[src/rtl/mips_defs.sv]
// Shared MIPS pipeline definitions.
// Holds the opcode encodings, the bubble instruction word, the rs/rt
// field positions and the Tnew width. The pipeline registers import it.
package mips_defs;

    localparam int TNEW_W = 2;

    localparam logic [31:0] NOP_INSTR = 32'h0000_0000;

    localparam logic [5:0] OP_RTYPE = 6'b000000;
    localparam logic [5:0] OP_LW    = 6'b100011;
    localparam logic [5:0] OP_ORI   = 6'b001101;
    localparam logic [5:0] OP_LUI   = 6'b001111;
    localparam logic [5:0] OP_ADDIU = 6'b001001;

    localparam int OP_MSB = 31;
    localparam int OP_LSB = 26;
    localparam int RS_MSB = 25;
    localparam int RS_LSB = 21;
    localparam int RT_MSB = 20;
    localparam int RT_LSB = 16;

endpackage

[src/rtl/tnew_decode.sv]
// Combinational opcode -> Tnew decoder.
// Tnew is the number of cycles, counted from E, until the instruction's
// result can be forwarded. The pipeline registers share this decoder.
// Ports:
//   instr  in  32      instruction word
//   tnew   out TNEW_W  2 = lw, 1 = R-type/ori/lui/addiu, 0 = everything else
module tnew_decode
    import mips_defs::*;
#(
    parameter logic [31:0] NOP = NOP_INSTR
) (
    input  logic [31:0]       instr,
    output logic [TNEW_W-1:0] tnew
);

    logic [5:0] opcode;
    assign opcode = instr[OP_MSB:OP_LSB];

    always_comb begin
        tnew = '0;
        if (instr != NOP) begin
            case (opcode)
                OP_LW:    tnew = 2'd2;
                OP_RTYPE,
                OP_ORI,
                OP_LUI,
                OP_ADDIU: tnew = 2'd1;
                default:  tnew = 2'd0;
            endcase
        end
    end

endmodule

[src/rtl/d_e_pipe_reg.sv]
// Decode -> Execute pipeline register.
// Captures the D-stage bundle every cycle. It inserts a NOP bubble on a stall
// or a flush, and it holds its contents while the E multi-cycle unit is busy.
// While it holds, W-stage writes refresh the held rs/rt operands.
// Ports:
//   clk, reset                 clock, synchronous active-high reset
//   D_instr/PC/RS/RT/EXTDATA   incoming D-stage bundle
//   stall, flush, E_busy       hazard/control inputs (priority busy > flush > stall)
//   W_we, W_addr, W_data       W-stage register-file write port (operand refresh)
//   E_instr/PC/RS/RT/EXTDATA   registered E-stage bundle
//   E_valid, E_Tnew            real-instruction flag and result latency for hazard unit
//   bubble_cnt                 bubbles inserted since reset (wraps)
module d_e_pipe_reg
    import mips_defs::*;
#(
    parameter logic [31:0] NOP_INSTR = mips_defs::NOP_INSTR,
    parameter int          CNT_W     = 32
) (
    input  logic              clk,
    input  logic              reset,
    input  logic [31:0]       D_instr,
    input  logic [31:0]       D_PC,
    input  logic [31:0]       D_RS_DATA,
    input  logic [31:0]       D_RT_DATA,
    input  logic [31:0]       D_EXTDATA,
    input  logic              stall,
    input  logic              flush,
    input  logic              E_busy,
    input  logic              W_we,
    input  logic [4:0]        W_addr,
    input  logic [31:0]       W_data,
    output logic [31:0]       E_instr,
    output logic [31:0]       E_PC,
    output logic [31:0]       E_RS_DATA,
    output logic [31:0]       E_RT_DATA,
    output logic [31:0]       E_EXTDATA,
    output logic              E_valid,
    output logic [TNEW_W-1:0] E_Tnew,
    output logic [CNT_W-1:0]  bubble_cnt
);

    logic [31:0]       instr_reg;
    logic [31:0]       pc_reg;
    logic [31:0]       ext_reg;
    logic              valid_reg;
    logic [TNEW_W-1:0] tnew_reg;
    logic [CNT_W-1:0]  cnt_reg;

    logic [TNEW_W-1:0] d_tnew;
    logic              insert_bubble;
    logic              d_is_nop;

    tnew_decode #(.NOP(NOP_INSTR)) u_tnew_decode (
        .instr (D_instr),
        .tnew  (d_tnew)
    );

    // A stall and a flush in the same cycle produce one bubble.
    assign insert_bubble = !E_busy && (flush || stall);
    assign d_is_nop      = (D_instr == NOP_INSTR);

    always_ff @(posedge clk) begin
        if (reset) begin
            instr_reg <= NOP_INSTR;
            pc_reg    <= '0;
            ext_reg   <= '0;
            valid_reg <= 1'b0;
            tnew_reg  <= '0;
            cnt_reg   <= '0;
        end else if (E_busy) begin
            // hold: control fields and counter keep their values
        end else if (insert_bubble) begin
            instr_reg <= NOP_INSTR;
            pc_reg    <= '0;
            ext_reg   <= '0;
            valid_reg <= 1'b0;
            tnew_reg  <= '0;
            cnt_reg   <= cnt_reg + 1'b1;
        end else begin
            instr_reg <= D_instr;
            pc_reg    <= D_PC;
            ext_reg   <= D_EXTDATA;
            valid_reg <= !d_is_nop;
            tnew_reg  <= d_is_nop ? '0 : d_tnew;
        end
    end

    // Operand registers: gi = 0 is rs, gi = 1 is rt. Each one takes a W-stage
    // write aimed at its own source field while the stage is held.
    genvar gi;
    generate
        for (gi = 0; gi < 2; gi++) begin : g_opnd
            logic [31:0] opnd_reg;
            logic [31:0] d_opnd;
            logic [4:0]  src_addr;
            logic        refresh;

            assign d_opnd   = (gi == 0) ? D_RS_DATA : D_RT_DATA;
            assign src_addr = (gi == 0) ? instr_reg[RS_MSB:RS_LSB]
                                        : instr_reg[RT_MSB:RT_LSB];
            assign refresh  = valid_reg && W_we && (W_addr != 5'd0) &&
                              (W_addr == src_addr);

            always_ff @(posedge clk) begin
                if (reset) begin
                    opnd_reg <= '0;
                end else if (E_busy) begin
                    if (refresh) begin
                        opnd_reg <= W_data;
                    end
                end else if (insert_bubble) begin
                    opnd_reg <= '0;
                end else begin
                    opnd_reg <= d_opnd;
                end
            end
        end
    endgenerate

    assign E_instr    = instr_reg;
    assign E_PC       = pc_reg;
    assign E_RS_DATA  = g_opnd[0].opnd_reg;
    assign E_RT_DATA  = g_opnd[1].opnd_reg;
    assign E_EXTDATA  = ext_reg;
    assign E_valid    = valid_reg;
    assign E_Tnew     = tnew_reg;
    assign bubble_cnt = cnt_reg;

endmodule

[config.mk]
export PLATFORM = sky130hd
export DESIGN_NAME = d_e_pipe_reg
export DESIGN_NICKNAME = d
export VERILOG_FILES = /design/src/rtl/mips_defs.sv /design/src/rtl/tnew_decode.sv /design/src/rtl/d_e_pipe_reg.sv
export SDC_FILE = /design/constraint.sdc
export NUM_CORES = 1
export LEC_CHECK = 0
export ABC_AREA = 0
export CELL_PAD_IN_SITES_DETAIL_PLACEMENT = 1
export CELL_PAD_IN_SITES_GLOBAL_PLACEMENT = 2
export CORE_UTILIZATION = 25
export CTS_BUF_LIST = sky130_fd_sc_hd__clkbuf_8
export DETAILED_ROUTE_END_ITERATION = 6
export GPL_ROUTABILITY_DRIVEN = 0
export PLACE_DENSITY = 0.94
export SLEW_MARGIN = 20
export SYNTH_ARGS = -nofsm -noshare
export SYNTH_HDL_FRONTEND = slang
export SYNTH_SLANG_ARGS = --single-unit
[constraint.sdc]
create_clock -name clk -period 3.05 [get_ports clk]
set_input_delay 0.61 -clock clk [delete_from_list [all_inputs] [get_ports clk]]
set_output_delay 0.61 -clock clk [all_outputs]
set_load 0.02 [all_outputs]
==> impl_metrics.json <==
{
  "slew_at_the_pin_with_the_worst_max_slew_slack_ns": 0.7732,
  "yosysWarningCount": 0,
  "critical_path.n_buffers_inverters": 0,
  "antenna_cells": 0,
  "worstHoldPathType": "reg -> reg",
  "seq_area_frac_synth_pct": 47.88,
  "async_flop_share_pct": 0,
  "antenna_found_initial": 0,
  "power_density_mw_per_mm2": 427.0,
  "post_synth_main_area_contributors": "sky130_fd_sc_hd__dfxtp_1, sky130_fd_sc_hd__a22oi_1, sky130_fd_sc_hd__a211oi_1",
  "post-cts-setup-buffers": 0,
  "largest_area_contributor_in_the_netlist": "sky130_fd_sc_hd__dfxtp_1",
  "postCtsHoldBufs": 0,
  "yosys.cell_count.top_type": "sky130_fd_sc_hd__dfxtp_1",
  "syn-instance-count": 912,
  "core.rowCount": 65,
  "grt_pass1_wl_mm": 50.89,
  "hold_violation_count_in_the_final_report": 0,
  "run_status": "finished clean",
  "drt_wl_total_mm": 33.18,
  "hpwlAfterDp_mm": 23.91,
  "gr-total-overflow": 0,
  "fin_crit_ns": 2.442,
  "cts_buffers": 17,
  "layout_worst_path_cycle_share_pct": 80.05,
  "cts_tree": "built",
  "yosys_register_bits": 195,
  "power.static_leakage_uw": 0.004378,
  "number_of_stages_on_the_worst_hold_path": 2,
  "syn_nets": 1116,
  "fillCellCount": 3663,
  "timing.critical_path.required_ns": 3.47,
  "die_footprint_mm2": 0.03334,
  "crit_path_end_kind": "flop",
  "clkSlewWorstSetupHoldPaths_ns": 0.10,
  "worstSkewPairLatency_ns": 0.50,
  "filler_free_cell_count_of_the_finished_design": 1699,
  "synth_to_layout_area_growth_pct": 58.18,
  "synth.lib_cells_used.distinct": 35,
  "critPathTopFamily": "simple AND/OR/NAND/NOR gates",
  "chipWidth_um": 182.6,
  "via_count": 8493,
  "drt_pass1_iterations": 4,
  "slew_headroom_pct": 48.46,
  "finalCoreUtilization_pct": 40.55,
  "timing_max_transition_violations_final": 0,
  "timing.setup.critical_path_class": "reg -> reg",
  "setup_viol": 0,
  "global_route_usage_over_all_layers_pct": 19.53,
  "postPlaceCellArea_mm2": 0.01249,
  "vdd_drop_max_mv": 0.3410,
  "synthFlopType": "sky130_fd_sc_hd__dfxtp_1",
  "stdcell_area_mm2": 0.01290,
  "cts_num_sinks": 195,
  "synth_area_mm2": 0.008153,
  "drt-wirelength-per-cell_um": 19.53,
  "synth.avg_cell_area_um2": 8.939,
  "layout-drive-gt1-share_pct": 4.430,
  "detail-route-antenna-nets": 0,
  "core_area_mm2": 0.03180,
  "cts_resized": 0,
  "synth_top_area_share_pct": 47.88,
  "avgViaCountPerCell": 4.999,
  "worst-r2r-cell-count": 5,
  "count_of_flip_flops_with_a_built_in_enable_after_synthesis": 0,
  "ios": 398,
  "initial_utilization_pct": 25.64,
  "nNetsFinal": 1455,
  "clock-skew-final_ns": 0.01576,
  "timing.max_cap.violations": 0,
  "crit_arrival_ns": 2.86,
  "finalSetupTns_ns": 0,
  "buffer_ports.inserted": 397,
  "cts_max_level": 4,
  "setup.worst_path.start_class": "flop",
  "grt_start_max_net_pins": 123,
  "grt_pass1_vias": 8926,
  "die_h_um": 182.6,
  "worst-path-stages": 5,
  "cp_slowest_cell": "sky130_fd_sc_hd__or4_1",
  "rsz_0062_raised_after_global_routing": "false",
  "cts_root_buffer": "sky130_fd_sc_hd__clkbuf_8",
  "worst_path_most_repeated_cell": "sky130_fd_sc_hd__or4_1",
  "dpl.cell_count": 1667,
  "drt_iter0_markers": 411,
  "leading_cell_types_by_count_after_synthesis": "sky130_fd_sc_hd__dfxtp_1, sky130_fd_sc_hd__a22oi_1, sky130_fd_sc_hd__nor2_1",
  "cts_buffer_depth": 2,
  "critical_path.max_stage_delay_ns": 0.78,
  "worstPathMaxFanout": 13,
  "path_cells": "ha_1, nand3_1, or4_1, or4_1, a21oi_1",
  "drc": 0,
  "fmax_mhz": 409.6
}
-- state kept, by name, summed over array words and instances, names as in the netlist --
name	count
E_valid	1
E_RS_DATA	32
E_RT_DATA	32
bubble_cnt	32
E_instr	32
E_EXTDATA	32
E_Tnew	2
E_PC	32
-- metal layers --
layer  vias to the layer above  track usage, %  share of wire (%)
met4                         0           5.378                1.7
met5                         -               0                  0
li1                       4046               -                  -
met3                        26           6.566                7.8
met2                       278           35.21                 50
met1                      4143           21.71                 40
-- worst min-delay path: stages (launching register included) --
cell                      delay, ns
sky130_fd_sc_hd__dfxtp_1       0.33
sky130_fd_sc_hd__nand2_1       0.07
sky130_fd_sc_hd__o31ai_1       0.06
-- power by group --
group | switching (uW) | leakage [uW] | internal, uW | total [uW]
logic | 500 | 0.00258 | 526 | 1030
clock network | 1010 | 0.000207 | 787 | 1800
registers | 48.8 | 0.00159 | 2640 | 2680
-- final cells by class --
type	instances	area (um2)	share of cell area (%)
well taps	435	544.3	4.220
repair buffers	410	4124	31.98
clock inverters	13	147.6	1.145
multi-input cells	621	3892	30.18
clock buffers	19	261.5	2.028
flip-flops and latches	195	3904	30.27
inverters	6	22.52	0.1746
-- metrics by stage --
step / hold WS (ns) / total power (uW) / setup slack [ns]
after floorplan: 0.5267 / 3175 / 0.9033
after global placement: 0.4565 / 3754 / 0.2131
after detailed placement: 0.4425 / 3775 / 0.1406
after CTS: 0.4965 / 5585 / 0.5953
after global routing: 0.5419 / 5738 / 0.4777
final: 0.4946 / 5506 / 0.6083
-- path summary, 6_finish.rpt --
check / from / to / slack (ns)
setup reg to reg: bubble_cnt[0] / bubble_cnt[22] / 0.61
setup / recovery: bubble_cnt[0] / bubble_cnt[22] / 0.61
hold reg to reg: E_Tnew[0] / E_Tnew[0] / 0.49
hold / removal: E_Tnew[0] / E_Tnew[0] / 0.49
-- logic make-up after synthesis --
logic type      count (synthesis)  synth area share, %
compound gates                343                28.96
simple gates                  257                16.24
flops                         195                47.88
buf+inv                        96                4.589
xor+xnor                       19                2.041
mux                             1               0.1381
fa+ha+maj                       1               0.1534
-- placed cells by master (no fill, tap or decap), types with 3 or more instances in the layout --
master / synthesis / routed
sky130_fd_sc_hd__nand4_1: 9 / 9
sky130_fd_sc_hd__nand2_1: 16 / 16
sky130_fd_sc_hd__and4_1: 3 / 3
sky130_fd_sc_hd__nand3_1: 10 / 10
sky130_fd_sc_hd__buf_4: 0 / 9
sky130_fd_sc_hd__clkdlybuf4s50_1: 0 / 395
sky130_fd_sc_hd__nand2b_1: 65 / 65
sky130_fd_sc_hd__a211oi_1: 64 / 64
sky130_fd_sc_hd__or4_1: 18 / 18
sky130_fd_sc_hd__o21ai_0: 8 / 8
sky130_fd_sc_hd__nor2_1: 107 / 107
sky130_fd_sc_hd__nor3_1: 4 / 3
sky130_fd_sc_hd__nor4_1: 10 / 8
sky130_fd_sc_hd__o31ai_1: 15 / 15
sky130_fd_sc_hd__inv_6: 0 / 4
sky130_fd_sc_hd__xnor2_1: 8 / 8
sky130_fd_sc_hd__clkbuf_8: 0 / 19
sky130_fd_sc_hd__a21oi_1: 87 / 87
sky130_fd_sc_hd__inv_1: 6 / 7
sky130_fd_sc_hd__dfxtp_1: 195 / 195
sky130_fd_sc_hd__or3_1: 7 / 7
sky130_fd_sc_hd__a22oi_1: 160 / 160
sky130_fd_sc_hd__buf_12: 0 / 4
sky130_fd_sc_hd__xor2_1: 11 / 11
Power figures use the tool's default switching activity.
